===== config.mk =====
export PLATFORM = sky130hd
export DESIGN_NAME = fp_cvt_widen
export DESIGN_NICKNAME = d
export VERILOG_FILES = /design/src/rtl/fp_cvt_widen.sv
export SDC_FILE = /design/constraint.sdc
export NUM_CORES = 1
export LEC_CHECK = 0
export CORE_UTILIZATION = 40
export DETAILED_ROUTE_END_ITERATION = 10
export PLACE_DENSITY = 0.72
export SLEW_MARGIN = 30
export SYNTH_ARGS = -nofsm -noshare
export SYNTH_HDL_FRONTEND = slang
export SYNTH_SLANG_ARGS = --single-unit

===== constraint.sdc =====
create_clock -name clk -period 2.9 [get_ports clk]
set_clock_uncertainty 0.05 [all_clocks]
set_input_delay 0.725 -clock clk [delete_from_list [all_inputs] [get_ports clk]]
set_output_delay 0.725 -clock clk [all_outputs]
set_load 0.02 [all_outputs]

===== src/rtl/fp_cvt_widen.sv =====
// Two-stage IEEE-754 widening converter (narrow float in, wide float out).
// Stage 1 classifies the input and counts leading zeros; stage 2 assembles the result.
module fp_cvt_widen #(
  parameter int SEW  = 8,
  parameter int SSW  = 23,
  parameter int DEW  = 11,
  parameter int DSW  = 52,
  parameter int TAGW = 4
) (
  input  logic                 clk,
  input  logic                 rst,
  input  logic                 in_valid,
  output logic                 in_ready,
  input  logic [SEW+SSW:0]     in_data,
  input  logic [TAGW-1:0]      in_tag,
  output logic                 out_valid,
  input  logic                 out_ready,
  output logic [DEW+DSW:0]     out_data,
  output logic [TAGW-1:0]      out_tag,
  output logic                 out_invalid,
  output logic                 out_denorm
);

  localparam int LZW = $clog2(SSW + 1);
  localparam logic [DEW-1:0] EOFF = DEW'((2 ** (DEW - 1)) - (2 ** (SEW - 1)));
  localparam logic [DEW-1:0] EMAX = {DEW{1'b1}};

  typedef enum logic [2:0] {C_ZERO, C_SUB, C_NORM, C_INF, C_QNAN, C_SNAN} cls_t;

  logic             in_sign;
  logic [SEW-1:0]   in_exp;
  logic [SSW-1:0]   in_sig;
  cls_t             in_cls;
  logic [LZW-1:0]   in_lz;
  logic             lz_found;

  logic             s1_valid, s1_sign;
  cls_t             s1_cls;
  logic [SEW-1:0]   s1_exp;
  logic [SSW-1:0]   s1_sig;
  logic [LZW-1:0]   s1_lz;
  logic [TAGW-1:0]  s1_tag;

  logic             s2_valid, s2_inv, s2_den;
  logic [DEW+DSW:0] s2_data;
  logic [TAGW-1:0]  s2_tag;

  logic             s1_load, s2_load, accept;
  logic [DEW-1:0]   res_exp;
  logic [DSW-1:0]   res_sig;
  logic [SSW-1:0]   sub_sig;

  assign in_sign = in_data[SEW+SSW];
  assign in_exp  = in_data[SSW +: SEW];
  assign in_sig  = in_data[SSW-1:0];

  assign s2_load  = !s2_valid || out_ready;
  assign s1_load  = !s1_valid || s2_load;
  assign in_ready = !rst && s1_load;
  assign accept   = in_valid && in_ready;

  always_comb begin
    in_cls = C_NORM;
    if (in_exp == '0)
      in_cls = (in_sig == '0) ? C_ZERO : C_SUB;
    else if (in_exp == {SEW{1'b1}}) begin
      if (in_sig == '0)          in_cls = C_INF;
      else if (in_sig[SSW-1])    in_cls = C_QNAN;
      else                       in_cls = C_SNAN;
    end
  end

  always_comb begin
    in_lz    = '0;
    lz_found = 1'b0;
    for (int i = SSW - 1; i >= 0; i--) begin
      if (!lz_found) begin
        if (in_sig[i]) lz_found = 1'b1;
        else           in_lz    = in_lz + LZW'(1);
      end
    end
  end

  always_ff @(posedge clk or posedge rst) begin
    if (rst) begin
      s1_valid <= 1'b0;
      s1_sign  <= 1'b0;
      s1_cls   <= C_ZERO;
      s1_exp   <= '0;
      s1_sig   <= '0;
      s1_lz    <= '0;
      s1_tag   <= '0;
    end else if (s1_load) begin
      s1_valid <= accept;
      if (accept) begin
        s1_sign <= in_sign;
        s1_cls  <= in_cls;
        s1_exp  <= in_exp;
        s1_sig  <= in_sig;
        s1_lz   <= in_lz;
        s1_tag  <= in_tag;
      end
    end
  end

  // Subnormal: drop the leading one so the result is normal in the wide format.
  assign sub_sig = (s1_sig << s1_lz) << 1;

  always_comb begin
    res_exp = '0;
    res_sig = '0;
    case (s1_cls)
      C_NORM: begin
        res_exp = {{(DEW-SEW){1'b0}}, s1_exp} + EOFF;
        res_sig = DSW'(s1_sig) << (DSW - SSW);
      end
      C_SUB: begin
        res_exp = EOFF - DEW'(s1_lz);
        res_sig = DSW'(sub_sig) << (DSW - SSW);
      end
      C_INF: res_exp = EMAX;
      C_QNAN, C_SNAN: begin
        res_exp = EMAX;
        res_sig = DSW'(s1_sig | (SSW'(1) << (SSW - 1))) << (DSW - SSW);
      end
      default: ;
    endcase
  end

  always_ff @(posedge clk or posedge rst) begin
    if (rst) begin
      s2_valid <= 1'b0;
      s2_data  <= '0;
      s2_tag   <= '0;
      s2_inv   <= 1'b0;
      s2_den   <= 1'b0;
    end else if (s2_load) begin
      s2_valid <= s1_valid;
      if (s1_valid) begin
        s2_data <= {s1_sign, res_exp, res_sig};
        s2_tag  <= s1_tag;
        s2_inv  <= (s1_cls == C_SNAN);
        s2_den  <= (s1_cls == C_SUB);
      end
    end
  end

  assign out_valid   = s2_valid;
  assign out_data    = s2_data;
  assign out_tag     = s2_tag;
  assign out_invalid = s2_valid && s2_inv;
  assign out_denorm  = s2_valid && s2_den;

endmodule


==> flow_summary.json, run 1 <==
{
  "synth_top_area_share": 0.3035,
  "vias_per_cell": 5.240,
  "synthFlopType": "dfrtp_1",
  "path_buf_inv": 2,
  "core_area_um2": 17300,
  "grt_pass1_wl_mm": 31.15,
  "wl_mm": 19.48,
  "synthSimpleGateAreaFrac": 0.2165,
  "powerDensity_nw_per_um2": 453.6,
  "clockRootBuffer": "clkbuf_16",
  "track_usage": 0.2135,
  "cts_tree": "built",
  "synth_top_area_cell": "dfrtp_1",
  "grt_max_degree": 58,
  "post-place-ws_ps": -6515,
  "port-buffer-count": 82,
  "netlist_area_um2": 7091,
  "routed-via-count": 6843,
  "nFillCells": 1529,
  "ant_nets": 0,
  "die_y_um": 135.1,
  "fin_cells": 1306,
  "cts_sinks": 86,
  "path_class": "primary input to register",
  "rsz0062_at_grt": "true",
  "fin_crit_ps": 8592,
  "clk_path_buf_depth": 2,
  "synth_compound_area_frac": 0.1768,
  "seq_area_frac_synth": 0.3035,
  "final_nets": 1136,
  "setup_viol": 8,
  "htree_levels": 3,
  "drt_iter0_drc": 388,
  "n_antenna_cell": 0,
  "final_common_cell": "buf_4",
  "overflow": 0,
  "clk_pin_slew_ps": 60,
  "worst_hold_path_type": "register to register",
  "mostFrequentLayoutCells": "buf_4 (166), nand2_1 (104), dfrtp_1 (86)",
  "antenna_found_initial": 0,
  "slowest_delay_ps": 540,
  "maxSlewHeadroom": 0.4795,
  "rows": 48,
  "synthAdderAreaFrac": 0.04094,
  "period_share": 2.963,
  "cap_violations": 0,
  "wl_per_cell_um": 14.91,
  "layout_setup_ws_ps": -5692,
  "worstSetupEndpointType": "register",
  "max-vdd-ir-drop_mv": 0.3270,
  "maxSlewViolCount": 0,
  "crit_required_ps": 3070,
  "leakagePower_nw": 4.385,
  "syn-mean-instance-area_um2": 8.482,
  "whs_ps": 414.6,
  "violations": "setup timing",
  "place.gp.congestion": 0.8995,
  "startpoint_type": "primary input",
  "synth.area.mux_share": 0.1260,
  "start_util": 0.4099,
  "clock_insertion_delay_worst_skew_ps": 350,
  "critical-path-top-delay-family": "compound AO/OA/AOI/OAI gates",
  "synth_top_family_by_area": "simple AND/OR/NAND/NOR gates",
  "ioPinCount": 112,
  "hpwl_mm": 14.35,
  "cp_slowest_cell": "or4_4",
  "max_freq_mhz": 116.4,
  "postSynthCellCount": 836,
  "status": "finished with violations",
  "ys_types": 82,
  "synth_xor_area_frac": 0.06529,
  "drc_errors": 0,
  "path_common_cell": "ha_1",
  "dieArea_um2": 18260,
  "placed_cells": 1242,
  "finalHoldViolCount": 0,
  "area_delta_synth_final_pct": 41.93,
  "cp.arrival_ps": 8760,
  "synth-edff-count": 0,
  "numCtsBuffers": 9,
  "yosysWarnings": 0,
  "drive_above_1_share": 0.3182,
  "die_x_um": 135.1,
  "synthArstFlopShare": 1.000,
  "yosys-top-cells-area": "dfrtp_1 (30%), mux2_2 (6.8%), nand2_1 (5.6%), o21ai_0 (5.2%), nor2_1 (3.9%)",
  "cp_max_fo": 4,
  "grt_pass1_vias": 6493,
  "worst_pin_slew_ps": 775.5,
  "first_pass_iters": 8,
  "ys_seq_elements": 86,
  "total_power_w": 0.004565
}
kinds of logic after synthesis:
group,count (synthesis)
simple gates,308
compound gates,205
buf+inv,99
flops,86
mux,76
xor+xnor,37
fa+ha+maj,24
other cells,1
cells in the mapped netlist (3+ instances only):
cell type	n
a31oi_1	5
nor3b_1	5
inv_1	19
buf_1	4
o211ai_1	6
xnor3_1	3
o21ai_0	73
nand2b_1	14
mux4_2	6
or2_2	4
o22ai_1	6
nor2b_1	19
o311ai_0	3
nor3_1	21
dfrtp_1	86
buf_4	31
xnor2_4	3
nor2_1	73
a22oi_1	11
o21a_1	11
clkbuf_1	40
nand2_1	106
nand3_1	16
mux2_2	43
a21oi_1	48
maj3_1	4
mux2i_1	26
a221oi_1	7
nand4_1	4
xor2_1	14
xnor2_1	14
ha_1	20
o21ai_1	4
a21o_1	4
and3_1	4
and2_1	13
or3_1	5
buf_2	3
a211oi_1	7
nor4_1	4
area by class of cell:
class | instances | area, um2 | area share
flip-flops and latches | 86 | 2152 | 0.2139
well taps | 225 | 281.5 | 0.02797
clock inverters | 4 | 55.05 | 0.005471
clock buffers | 12 | 256.5 | 0.02549
inverters | 20 | 78.83 | 0.007833
repair buffers | 280 | 2439 | 0.2423
multi-input cells | 679 | 4801 | 0.4771
metrics by stage:
stage	setup TNS, ps	cell area (um2)	utilization
2_1_floorplan	-21160	7328	-
3_3_place_gp	-28710	9138	0.5283
3_5_place_dp	-29730	9138	0.5283
4_1_cts	-22710	9717	0.5618
5_1_grt	-29100	10060	0.5818
6_report	-27270	10060	0.5818
state kept, by name, summed over array words and instances (netlist names):
name,flops
out_data,34
out_tag,4
out_valid,1
s1_cls,3
s1_exp,8
s1_lz,5
s1_sig,23
s1_sign,1
s1_tag,4
s1_valid,1
s2_den,1
s2_inv,1
layer usage:
metal,up-vias,part of all wire,global-route usage
met4,0,0.020,0.06866
met5,-,0,0
met2,163,0.51,0.3689
met1,3253,0.43,0.2754
met3,25,0.040,0.02731
li1,3402,-,-
worst register-to-register path: stages (launching register included):
cell      delay (ps)
dfrtp_1          530
buf_4            250
mux2_2           360
o21ai_0          210
o21ai_0          190
nor2b_1          180
o21a_1           170
a221oi_1         290
o21ai_0          120
report_power, final:
group	switching [W]	internal [W]	total, W
clock network	0.000457	0.000717	0.00117
logic	0.000907	0.000875	0.00178
registers	0.000187	0.00142	0.00161
total	0.00155	0.00301	0.00456
path summary, 6_finish.rpt:
check / start / end / slack, ps / cells after the start
worst max-delay path: in_data[20] / s1_lz[4] / -5690 / 46
worst min-delay path: s1_tag[3] / out_tag[3] / 410 / 2
worst max register to register: s1_lz[0] / out_data[50] / 440 / 8
worst min register to register: s1_tag[3] / out_tag[3] / 410 / 2
max in group asynchronous: rst / s1_lz[3] / 1490 / 3
min in group asynchronous: rst / s1_sign / 770 / 2
timing repair:
action / CTS / global route
resized for setup: 63 / 51
pin swaps: 41 / 54
buffers inserted: 26 / 29
setup endpoints to repair: 8 / 9
hold buffers: 0 / 0
Power figures use the tool's default switching activity.
==> inputs of run 2 (changes only) <==
ABC_AREA = 1   (was unset)
PLACE_DENSITY = 0.65   (was 0.72)
==> run 2 against run 1 <==
Compared with the run above:
- the flow still finishes with violations (setup timing)
- fmax increased by 14%
- cell count increased by 12%
- critical path depth increased by 10
- die area decreased by 5.9%
- clock power decreased by 3%
- worst hold slack improved by 13 ps
- first-iteration DRC count increased by 22%
- non-clock buffer count decreased by 19
- area after synthesis decreased by 5.9%
- critical endpoint is now s1_lz[3]
- largest power group unchanged
- highest routed layer unchanged
==> flow_summary.json, run 2 <==
{
  "clk_path_buf_depth": 2,
  "clk_pin_slew_ps": 60,
  "n_antenna_cell": 0,
  "yosysMostFrequentCell": "nand2_1",
  "ys_seq_elements": 86,
  "slowest_delay_ps": 260,
  "area_delta_synth_final_pct": 44.39,
  "rows": 46,
  "place.gp.congestion": 0.9168,
  "r2r_setup_slack_ps": 760,
  "leakagePower_nw": 4.973,
  "startpoint_type": "primary input",
  "hpwl_mm": 13.32,
  "path_common_cell": "buf_4",
  "track_usage": 0.2189,
  "ys_types": 48,
  "netlist_area_um2": 6669,
  "cp_slowest_cell": "ha_4",
  "maxSlewViolCount": 0,
  "cp.arrival_ps": 7710,
  "setup_viol": 8,
  "cts_sinks": 86,
  "cts_hold_buf": 0,
  "reg2reg_depth": 13,
  "syn-mean-instance-area_um2": 6.689,
  "placed_area_um2": 8591,
  "max_freq_mhz": 132.7,
  "synth_top_area_share": 0.3227,
  "rsz0062_at_grt": "true",
  "antenna_found_initial": 0,
  "r2r_end": "out_data[46]",
  "routed-via-count": 7085,
  "worstSetupEndpointType": "register",
  "ant_nets": 0,
  "fin_area_um2": 9629,
  "wl_per_cell_um": 12.93,
  "layout_setup_ws_ps": -4637,
  "maxSlewHeadroom": 0.4910,
  "overflow": 0,
  "crit_required_ps": 3070,
  "post-route-util": 0.5997,
  "largest_reg_flops": 34,
  "hp-start": "s1_tag[0]",
  "vias_per_cell": 4.859,
  "final_nets": 1298,
  "htree_levels": 3,
  "status": "finished with violations",
  "post-place-ws_ps": -5367,
  "period_share": 2.599,
  "start_util": 0.4153,
  "worst_hold_path_type": "register to register",
  "seq_area_frac_synth": 0.3227,
  "die_y_um": 131.1,
  "drt_iter0_drc": 475,
  "fin_crit_ps": 7537,
  "synthArstFlopShare": 1.000,
  "whs_ps": 427.3,
  "synth-edff-count": 0,
  "numCtsBuffers": 9,
  "mostFrequentLayoutCells": "nand2_1 (331), buf_4 (168), inv_1 (89)",
  "cts_tree": "built",
  "dieArea_um2": 17190,
  "final_common_cell": "nand2_1",
  "die_x_um": 131.1,
  "synth_top_area_cell": "dfrtp_1",
  "powerDensity_nw_per_um2": 444.6,
  "drive_above_1_share": 0.2585,
  "rr_startpoint": "s1_lz[0]",
  "synthTopCellsByCount": "nand2_1 (345), inv_1 (105), o21ai_0 (96), dfrtp_1 (86), nor2_1 (70)",
  "finalHoldViolCount": 0,
  "worst_pin_slew_ps": 763.5,
  "grt_pass1_wl_mm": 30.81,
  "grt_pass1_vias": 6597,
  "ioPinCount": 112,
  "clock_insertion_delay_worst_skew_ps": 350,
  "synthFlopType": "dfrtp_1",
  "core_area_um2": 16060,
  "setup_tns_ps": -29440,
  "grt_max_degree": 87,
  "first_pass_iters": 5,
  "cp_max_fo": 3,
  "cap_violations": 0,
  "path_class": "primary input to register",
  "worstHoldEndpoint": "out_tag[0]",
  "clockRootBuffer": "clkbuf_16",
  "hold_path_depth": 2,
  "drc_errors": 0,
  "port-buffer-count": 82,
  "violations": "setup timing",
  "wl_mm": 18.86,
  "max-vdd-ir-drop_mv": 0.2769,
  "postSynthCellCount": 997,
  "yosys-top-cells-area": "dfrtp_1 (32%), nand2_1 (19%), o21ai_0 (7.2%), inv_1 (5.9%), nand3_1 (4.7%)",
  "yosysWarnings": 0
}
## run 2: cell count changes after synthesis, sizes merged, moves of 14 or more
cell,delta
nand2,+242
inv,+103
nand3,+46
mux2,-43
a21oi,-25
mux2i,-22
nor2b,-21
o21ai,+19
nor3,-17
xnor2,-16
clkbuf,-15
nand2b,-14
## run 2: power by group
part	switching [W]	total [W]	internal [W]
clock	0.000447	0.00113	0.000682
combinational	0.000898	0.00158	0.000682
sequential	0.000160	0.00157	0.00141
## run 2: per-stage QoR
stage	cells	power (W)
2_1_floorplan	1025	0.002446
3_3_place_gp	1386	0.003057
3_5_place_dp	1386	0.003071
4_1_cts	1453	0.004257
5_1_grt	1458	0.004532
6_report	1458	0.004281
## run 2: routing by layer
metal | track usage | vias to the layer above | routed length (um) | part of all wire
met4 | 0.09281 | 0 | 492 | 0.026
met2 | 0.3647 | 174 | 8862 | 0.47
li1 | - | 3642 | - | -
met1 | 0.2863 | 3237 | 8728 | 0.46
met5 | 0 | - | 0 | 0
met3 | 0.02546 | 32 | 776 | 0.041
## run 2: repair_timing
action | in CTS | in global routing
setup buffers | 53 | 7
setup endpoints to repair | 8 | 9
resized for setup | 50 | 48
pin swaps | 55 | 56
## run 2: layout make-up
class	count	area [um2]
multi-input combinational	754	4182
clock buffer	11	242.7
sequential	86	2152
inverter	126	504.2
timing repair buffer	261	2231
clock inverter	4	47.55
fill	1478	6429
tap	216	270.3
## run 2: how the worst max path moves through the flow
stage | start | endpoint | slack [ps] | depth (start not counted)
after floorplan | in_data[22] | s1_lz[4] | -4310 | 55
after global placement | in_data[21] | s1_lz[4] | -5180 | 57
after detailed placement | in_data[21] | s1_lz[4] | -5370 | 57
after CTS | in_data[21] | s1_lz[4] | -4540 | 57
after global routing | in_data[21] | s1_lz[4] | -4990 | 58
final | in_data[19] | s1_lz[3] | -4640 | 56
## run 2: logic make-up (layout without fill, tap and decap cells)
group / Yosys count / count (layout) / synth area share
multiplexers: 5 / 5 / 0.007505
AND/OR/NAND/NOR: 523 / 523 / 0.3522
adder cells (fa/ha/maj): 20 / 20 / 0.03752
other: 1 / 29 / 0.0005623
flip-flops: 86 / 86 / 0.3227
XOR/XNOR: 10 / 10 / 0.01313
AO/OA/AOI/OAI: 167 / 167 / 0.1437
buffers and inverters: 185 / 402 / 0.1227
## run 2: worst max-delay path, delay by kind of cell
family,cells,cell delay (ps)
buffers and inverters,32,3800
adder cells (fa/ha/maj),2,510
AO/OA/AOI/OAI,2,180
XOR/XNOR,6,1160
AND/OR/NAND/NOR,14,1340
==> inputs of run 3 (changes only) <==
PLACE_DENSITY = unset   (was 0.65)
clock period = 8.2 ns   (was 2.9 ns; I/O delays follow)
==> run 3 against run 2 <==
Compared with the run above:
- the flow still finishes with violations (setup timing)
- total power is 65% lower
- largest power group is now sequential cells
- clock power shrank 65%
- sequential share of layout area grew 2.0 points
- design area fell by 8.3%
- routed wire length shrank 8.1%
- flip-flop and latch count did not move
- non-clock buffer count decreased by 93
- sequential power is 64% lower
- combinational power fell by 67%
==> flow_summary.json, run 3 (synthesized netlist as in run 2, its figures left out) <==
{
  "path_class": "primary input to register",
  "seqCellArea_um2": 2152,
  "worst_pin_slew_ps": 917.5,
  "final_nets": 1205,
  "crit_start": "in_data[21]",
  "cp_slowest_cell": "ha_1",
  "period_share": 1.069,
  "setup_tns_ps": -1627,
  "worst_hold_path_type": "register to register",
  "violations": "setup timing",
  "maxSlewHeadroom": 0.3883,
  "clock_insertion_delay_worst_skew_ps": 340,
  "die_y_um": 131.1,
  "antenna_found_initial": 0,
  "final_common_cell": "nand2_1",
  "worstSetupEndpointType": "register",
  "critical-path-top-delay-family": "adder cells",
  "crit_required_ps": 8350,
  "cts_tree": "built",
  "clk_pin_slew_ps": 60,
  "vias_per_cell": 4.843,
  "rows": 46,
  "hold_path_depth": 2,
  "port-buffer-count": 82,
  "status": "finished with violations",
  "mostFrequentLayoutCells": "nand2_1 (331), inv_1 (92), dfrtp_1 (86)",
  "startpoint_type": "primary input",
  "routed-via-count": 6611,
  "overflow": 0,
  "wl_mm": 17.34,
  "drive_above_1_share": 0.1897,
  "area_delta_synth_final_pct": 32.38,
  "layout_setup_ws_ps": -563.5,
  "clk_path_buf_depth": 2,
  "die_x_um": 131.1,
  "hp-start": "s1_tag[3]",
  "cts_hold_buf": 0,
  "rr_startpoint": "s1_lz[0]",
  "ant_nets": 0,
  "first_pass_iters": 6,
  "drt_iter0_drc": 343,
  "largest_reg_flops": 34,
  "path_depth": 59,
  "grt_pass1_wl_mm": 28.59,
  "cap_violations": 0,
  "maxSlewViolCount": 0,
  "slowest_delay_ps": 320,
  "reg2reg_depth": 11,
  "powerDensity_nw_per_um2": 168.3,
  "rsz0062_at_grt": "true",
  "r2r_setup_slack_ps": 5280,
  "htree_levels": 3,
  "core_area_um2": 16060,
  "finalHoldViolCount": 0,
  "setup_viol": 4,
  "ioPinCount": 112,
  "leakagePower_nw": 4.502,
  "max_freq_mhz": 114.1,
  "post-place-ws_ps": -1366,
  "path_buf_inv": 11,
  "track_usage": 0.2032,
  "cp_max_fo": 4,
  "clockRootBuffer": "clkbuf_16",
  "wl_per_cell_um": 12.70,
  "cts_sinks": 86,
  "drc_errors": 0,
  "cp.arrival_ps": 8910,
  "grt_max_degree": 77,
  "place.gp.congestion": 0.8999,
  "multiInputGateArea_um2": 4140,
  "nFillCells": 1568,
  "grt_pass1_vias": 6046,
  "fin_crit_ps": 8763,
  "max-vdd-ir-drop_mv": 0.08987,
  "hpwl_mm": 12.66,
  "dieArea_um2": 17190,
  "numCtsBuffers": 9,
  "n_antenna_cell": 0,
  "start_util": 0.4153
}
-- run 3: worst paths after layout --
kind	end
max in group asynchronous	s1_exp[7]
min	out_tag[3]
max reg2reg	out_data[46]
min in group asynchronous	out_tag[3]
max	s1_lz[4]
min reg2reg	out_tag[3]
-- run 3: worst register-to-register path, stage by stage, from the launching register on --
cell	delay, ps
dfrtp_1	940
inv_1	530
nand2_1	160
nand2_1	70
o21ai_0	240
o21ai_0	200
nand2_1	110
a21oi_1	80
a31oi_1	170
o22ai_1	120
nand2_1	90
nand2_1	60
-- run 3: power breakdown --
part | total, W | internal, W | leakage (nW) | switching, W
sequential | 0.000564 | 0.000499 | 1.10 | 0.0000654
clock | 0.000395 | 0.000237 | 0.140 | 0.000158
combinational | 0.000527 | 0.000223 | 3.26 | 0.000303
-- run 3: routing by layer --
layer  global-route usage  vias to the layer above  routed length, um
met3              0.02508                       28                731
met4              0.07386                        0                402
met2               0.3165                      181               7844
li1                     -                     3455                  -
met5                    0                        -                  0
met1               0.2878                     2947               8358
-- run 3: layout make-up --
type / instances / share of cell area
clock inverters: 2 / 0.001701
clock buffers: 13 / 0.03175
well taps: 216 / 0.03061
flip-flops and latches: 86 / 0.2438
inverters: 126 / 0.05513
multi-input cells: 754 / 0.4690
repair buffers: 168 / 0.1681
-- run 3: metrics by stage --
step / instance area (um2) / utilization / total power, W / hold WS [ps] / cells
after floorplan: 6812 / - / 0.0008614 / 392.2 / 1025
after global placement: 8034 / 0.5003 / 0.001058 / 400.5 / 1324
after detailed placement: 8041 / 0.5008 / 0.001062 / 408.6 / 1324
after CTS: 8574 / 0.5340 / 0.001474 / 423.7 / 1356
after global routing: 8828 / 0.5498 / 0.001574 / 444.7 / 1365
final: 8828 / 0.5498 / 0.001486 / 417.7 / 1365
-- run 3: repair_timing --
action                                  in CTS  in global routing
gates resized for setup                     38                 49
endpoints found under the setup margin       4                  4
pin swaps                                   40                 55
hold endpoints to repair                     0                  0
buffers inserted                            18                 10
==> RTL edit 1 (flow settings as in run 1) <==
The parameter `SEW` goes from 8 to 9.
--- a/src/rtl/fp_cvt_widen.sv
+++ b/src/rtl/fp_cvt_widen.sv
@@ -2,5 +2,5 @@
 // Stage 1 classifies the input and counts leading zeros; stage 2 assembles the result.
 module fp_cvt_widen #(
-  parameter int SEW  = 8,
+  parameter int SEW  = 9,
   parameter int SSW  = 23,
   parameter int DEW  = 11,
Ports: changed (resized in_data); port bits go from 112 to 113. No check against the original RTL was run, so the function may have changed too.
==> RTL edit 1 against run 1 <==
  * The run still ends with setup timing left
  * Critical path type unchanged
  * Final area rose by 4.0%
  * Sequential cell count rose by 2
  * Hold slack improved by 0.012 ns
  * Wire length rose by 8.0%
  * Core utilization rose by 2.1 points
  * Combinational power rose by 6%
  * Setup slack got worse by 0.12 ns
  * Total power rose by 3.4%
  * Critical path depth rose by 4
  * Area after synthesis rose by 0.76%
==> RTL edit 1: results (changes against run 1) <==
CTS resizes=103 (+63%); worst hold stages=2 (unchanged); drt wl/cell=15.71 um (+5.3%); PortBufs=83 (+1.2%); hold path start=out_data[60]; max FFs per register=35 (+2.9%); Max stage delay cell, worst path=ha_1; met1 WL=9279 um (+9.8%); DRT iter0 DRCs=455 (+17%); Fin Setup TNS=-25.89 ns (+1.383 ns); Int Power=3.089 mW (+2.5%); gpl congestion=0.9469 (+5.3%); crit-path max cell delay=0.33 ns (-0.21 ns); Comb. pwr=1.89 mW (+6%); first-pass GRT wire length=33840 um (+8.6%); Synth top cells by count=nand2_1 (110), dfrtp_1 (88), nor2_1 (73), o21ai_0 (68), a21oi_1 (59); drt via density=5.378 (+2.6%); grt met2 use=39.34% (+2.4 points); failing checks=setup timing; P_leak=4.637 nW (+5.8%); Netlist cell types=74 (-9.8%); Slew @ Worst Pin=0.8540 ns (+0.07845 ns); crit-path leading delay family=adder cells; met1 usage=30.23% (+2.7 points); dpl ws=-6.356 ns (+0.1592 ns); Crit Path Max Fanout=3 (-1); hold endpoint=out_data[60]; placed cell area=9158 um2 (+0.22%); Final Util=60.30% (+2.1 points); post-synthesis adder-cell area fraction=3.678% (-0.42 points); Peak supply drop=324.5 uV (-0.76%); Setup-failing EPs final=8 (unchanged); vias in the first global route=6939 (+6.9%); CP Launch Point=in_data[20]; Vias=7201 (+5.2%); largest net degree at the start of global routing=57 (-1.7%); All-Layer GR Usage=23.02% (+1.7 points); drt first pass iters=5 (-3); met2 routed WL=10450 um (+6.1%); TritonCTS Buffers=9 (unchanged); RR Startpoint=s1_lz[1]; R2R depth=11 (+3); Synth Area in Compound Gates=17.86% (+0.18 points); top cells by area, synth=dfrtp_1 (31%), mux2_2 (7.6%), nand2_1 (5.8%), o21ai_0 (4.8%), a21oi_1 (4.1%); r2r setup slk=0.38 ns (-0.06 ns); mux share of post-synthesis cell area=13.61% (+1.0 points); R2R Path End=out_data[51]; Final WS setup=-5.808 ns (-0.1160 ns); Hold Slack=0.4270 ns (+0.01239 ns); P_seq=1.65 mW (+2%); sw frac=34.59% (+0.61 points); HPWL Detailed=14450 um (+0.69%); sequential element share of the synthesized area=30.82% (+0.47 points); Cell Count Post-Placement=1246 (+0.32%); Synth Area in XOR/XNOR=6.830% (+0.30 points); cell count after synthesis=838 (+0.24%); Met3 Routed Length=910 um (+16%); filler instances=1459 (-4.6%); outcome=complete, but fails checks
## RTL edit 1: changes by cell type in the layout (fill, tap and decap cells not counted), sizes merged, moves of 6 or more
cell / delta
and2: -6
o21a: -7
xnor2: +6
buf: +28
o21ai: -7
mux2: +6
nor3: -11
a21oi: +12
## RTL edit 1: kinds of logic (layout without fill, tap and decap cells)
| kind of cell | after synthesis | count (layout) |
|---|---|---|
| and+or+nand+nor | 303 | 303 |
| adders and majority gates | 21 | 21 |
| DFF | 88 | 88 |
| buffers and inverters | 95 | 343 |
| xor gates and xnor gates | 40 | 40 |
| muxes | 81 | 81 |
| AOI/OAI and AO/OA | 209 | 209 |
| other | 1 | 29 |
## RTL edit 1: layout make-up
| type | instances | share of cell area, % |
|---|---|---|
| Multi-Input combinational cell | 683 | 47.16 |
| Inverter | 19 | 0.7651 |
| Clock inverter | 6 | 0.6336 |
| Tap cell | 225 | 2.690 |
| Clock buffer | 10 | 2.283 |
| Sequential cell | 88 | 21.04 |
| Timing Repair Buffer | 308 | 25.43 |
==> RTL edit 2 (settings of run 1) <==
Made on the original files. Remove the case item `C_NORM` of the case on `s1_cls`.
--- a/src/rtl/fp_cvt_widen.sv
+++ b/src/rtl/fp_cvt_widen.sv
@@ -111,8 +111,4 @@
     res_sig = '0;
     case (s1_cls)
-      C_NORM: begin
-        res_exp = {{(DEW-SEW){1'b0}}, s1_exp} + EOFF;
-        res_sig = DSW'(s1_sig) << (DSW - SSW);
-      end
       C_SUB: begin
         res_exp = EOFF - DEW'(s1_lz);
Function: changed (a bounded check fails within 4 cycles, from zero or initial values and one cycle with rst high).
==> RTL edit 2 against run 1 <==
  * Final cell count down 1.6%
  * Setup slack worse by 0.48 ns
  * First-iteration DRC count up 1.0%
  * Maximum frequency shrank 5.3%
  * The run still ends with setup timing left
  * Sequential cell count decreased by 9
  * Synthesized cell count fell by 3.3%
  * Combinational power fell by 15%
  * Area after synthesis down 6.3%
  * Wire length decreased by 0.43%
  * Non-clock buffer count is 13 higher
  * Total power decreased by 10%
  * Final area fell by 2.0%
  * Count of clock-buffer cells in the layout is 2 lower
==> RTL edit 2: results (changes against run 1) <==
outcome=complete, but fails checks; failing checks=setup timing; met1 WL=8740 um (+3.4%); hold endpoint=out_tag[1]; filler instances=1350 (-12%); Avg Inst Size Synth=8.223 um2 (-3.1%); Met3 Routed Length=829 um (+5.5%); DRT iter0 DRCs=392 (+1.0%); grt met3 use=3.257% (+0.53 points); Overall Power=4.100 mW (-10%); top cells by area, synth=dfrtp_1 (29%), nand2_1 (5.5%), mux2_2 (5.3%), a21oi_1 (5.0%), nor2_1 (4.7%); sequential element share of the synthesized area=29.00% (-1.3 points); layout cells sized above 1=33.02% (+1.2 points); first-pass GRT wire length=31270 um (+0.38%); vias in the first global route=6490 (-0.046%); gpl congestion=0.9421 (+4.7%); Final WS setup=-6.175 ns (-0.4830 ns); grt met2 use=40.31% (+3.4 points); worst path arrival time=9.24 ns (+0.48 ns); Setup-failing EPs final=8 (unchanged); sw frac=32.65% (-1.3 points); Synth top cells by count=nand2_1 (98), nor2_1 (84), dfrtp_1 (77), a21oi_1 (66), o21ai_0 (52); P_leak=4.348 nW (-0.83%); drt via density=5.293 (+1.0%); met2 routed WL=9422 um (-4.3%); met1 usage=29.67% (+2.1 points); hold path start=s1_tag[1]; Synth Area in XOR/XNOR=7.721% (+1.2 points); Cell Count Post-Placement=1224 (-1.4%); Vias=6801 (-0.61%); r2r setup slk=0.31 ns (-0.13 ns); post-synthesis adder-cell area fraction=4.388% (+0.29 points); Slew @ Worst Pin=0.6718 ns (-0.1037 ns); mux share of post-synthesis cell area=10.94% (-1.7 points); Netlist cell types=68 (-17%)
RTL edit 2: layout make-up:
class | count | share of cell area, %
Sequential cell | 77 | 19.53
Timing Repair Buffer | 293 | 25.15
Tap cell | 216 | 2.739
Clock inverter | 6 | 0.8750
Inverter | 21 | 0.8242
Clock buffer | 10 | 2.422
Multi-Input combinational cell | 662 | 48.47
RTL edit 2: critical path, delay by kind of cell:
family / cells / cell delay, ns
compound gates: 18 / 2.63
xor+xnor: 2 / 0.37
fa+ha+maj: 10 / 2.51
buf+inv: 7 / 0.79
mux: 4 / 0.87
simple gates: 12 / 1.31
RTL edit 2: worst max-delay path by stage:
stage | to | cells past startpoint | slack [ns] | startpoint
3_3_place_gp | s1_lz[4] | 53 | -6.74 | in_data[21]
4_1_cts | s1_lz[4] | 52 | -6.03 | in_data[22]
5_1_grt | s1_lz[4] | 53 | -6.66 | in_data[21]
3_5_place_dp | s1_lz[4] | 53 | -7.02 | in_data[21]
6_report | s1_lz[4] | 53 | -6.17 | in_data[21]
2_1_floorplan | s1_lz[4] | 51 | -6.17 | in_data[20]
RTL edit 2: stage by stage:
stage          hold slack, ns  worst slack (ns)  instance area [um2]
6_report               0.4103            -6.175                 9867
5_1_grt                0.4416            -6.664                 9867
4_1_cts                0.4120            -6.029                 9589
3_5_place_dp           0.3996            -7.017                 8822
3_3_place_gp           0.3893            -6.740                 8822
2_1_floorplan          0.3811            -6.173                 6888
RTL edit 2: repair_timing:
| item | CTS | global route |
|---|---|---|
| cloned | 0 | 0 |
| buffers inserted | 33 | 14 |
| resized for setup | 70 | 35 |
| pin swaps | 45 | 42 |
| endpoints found under the setup margin | 9 | 8 |
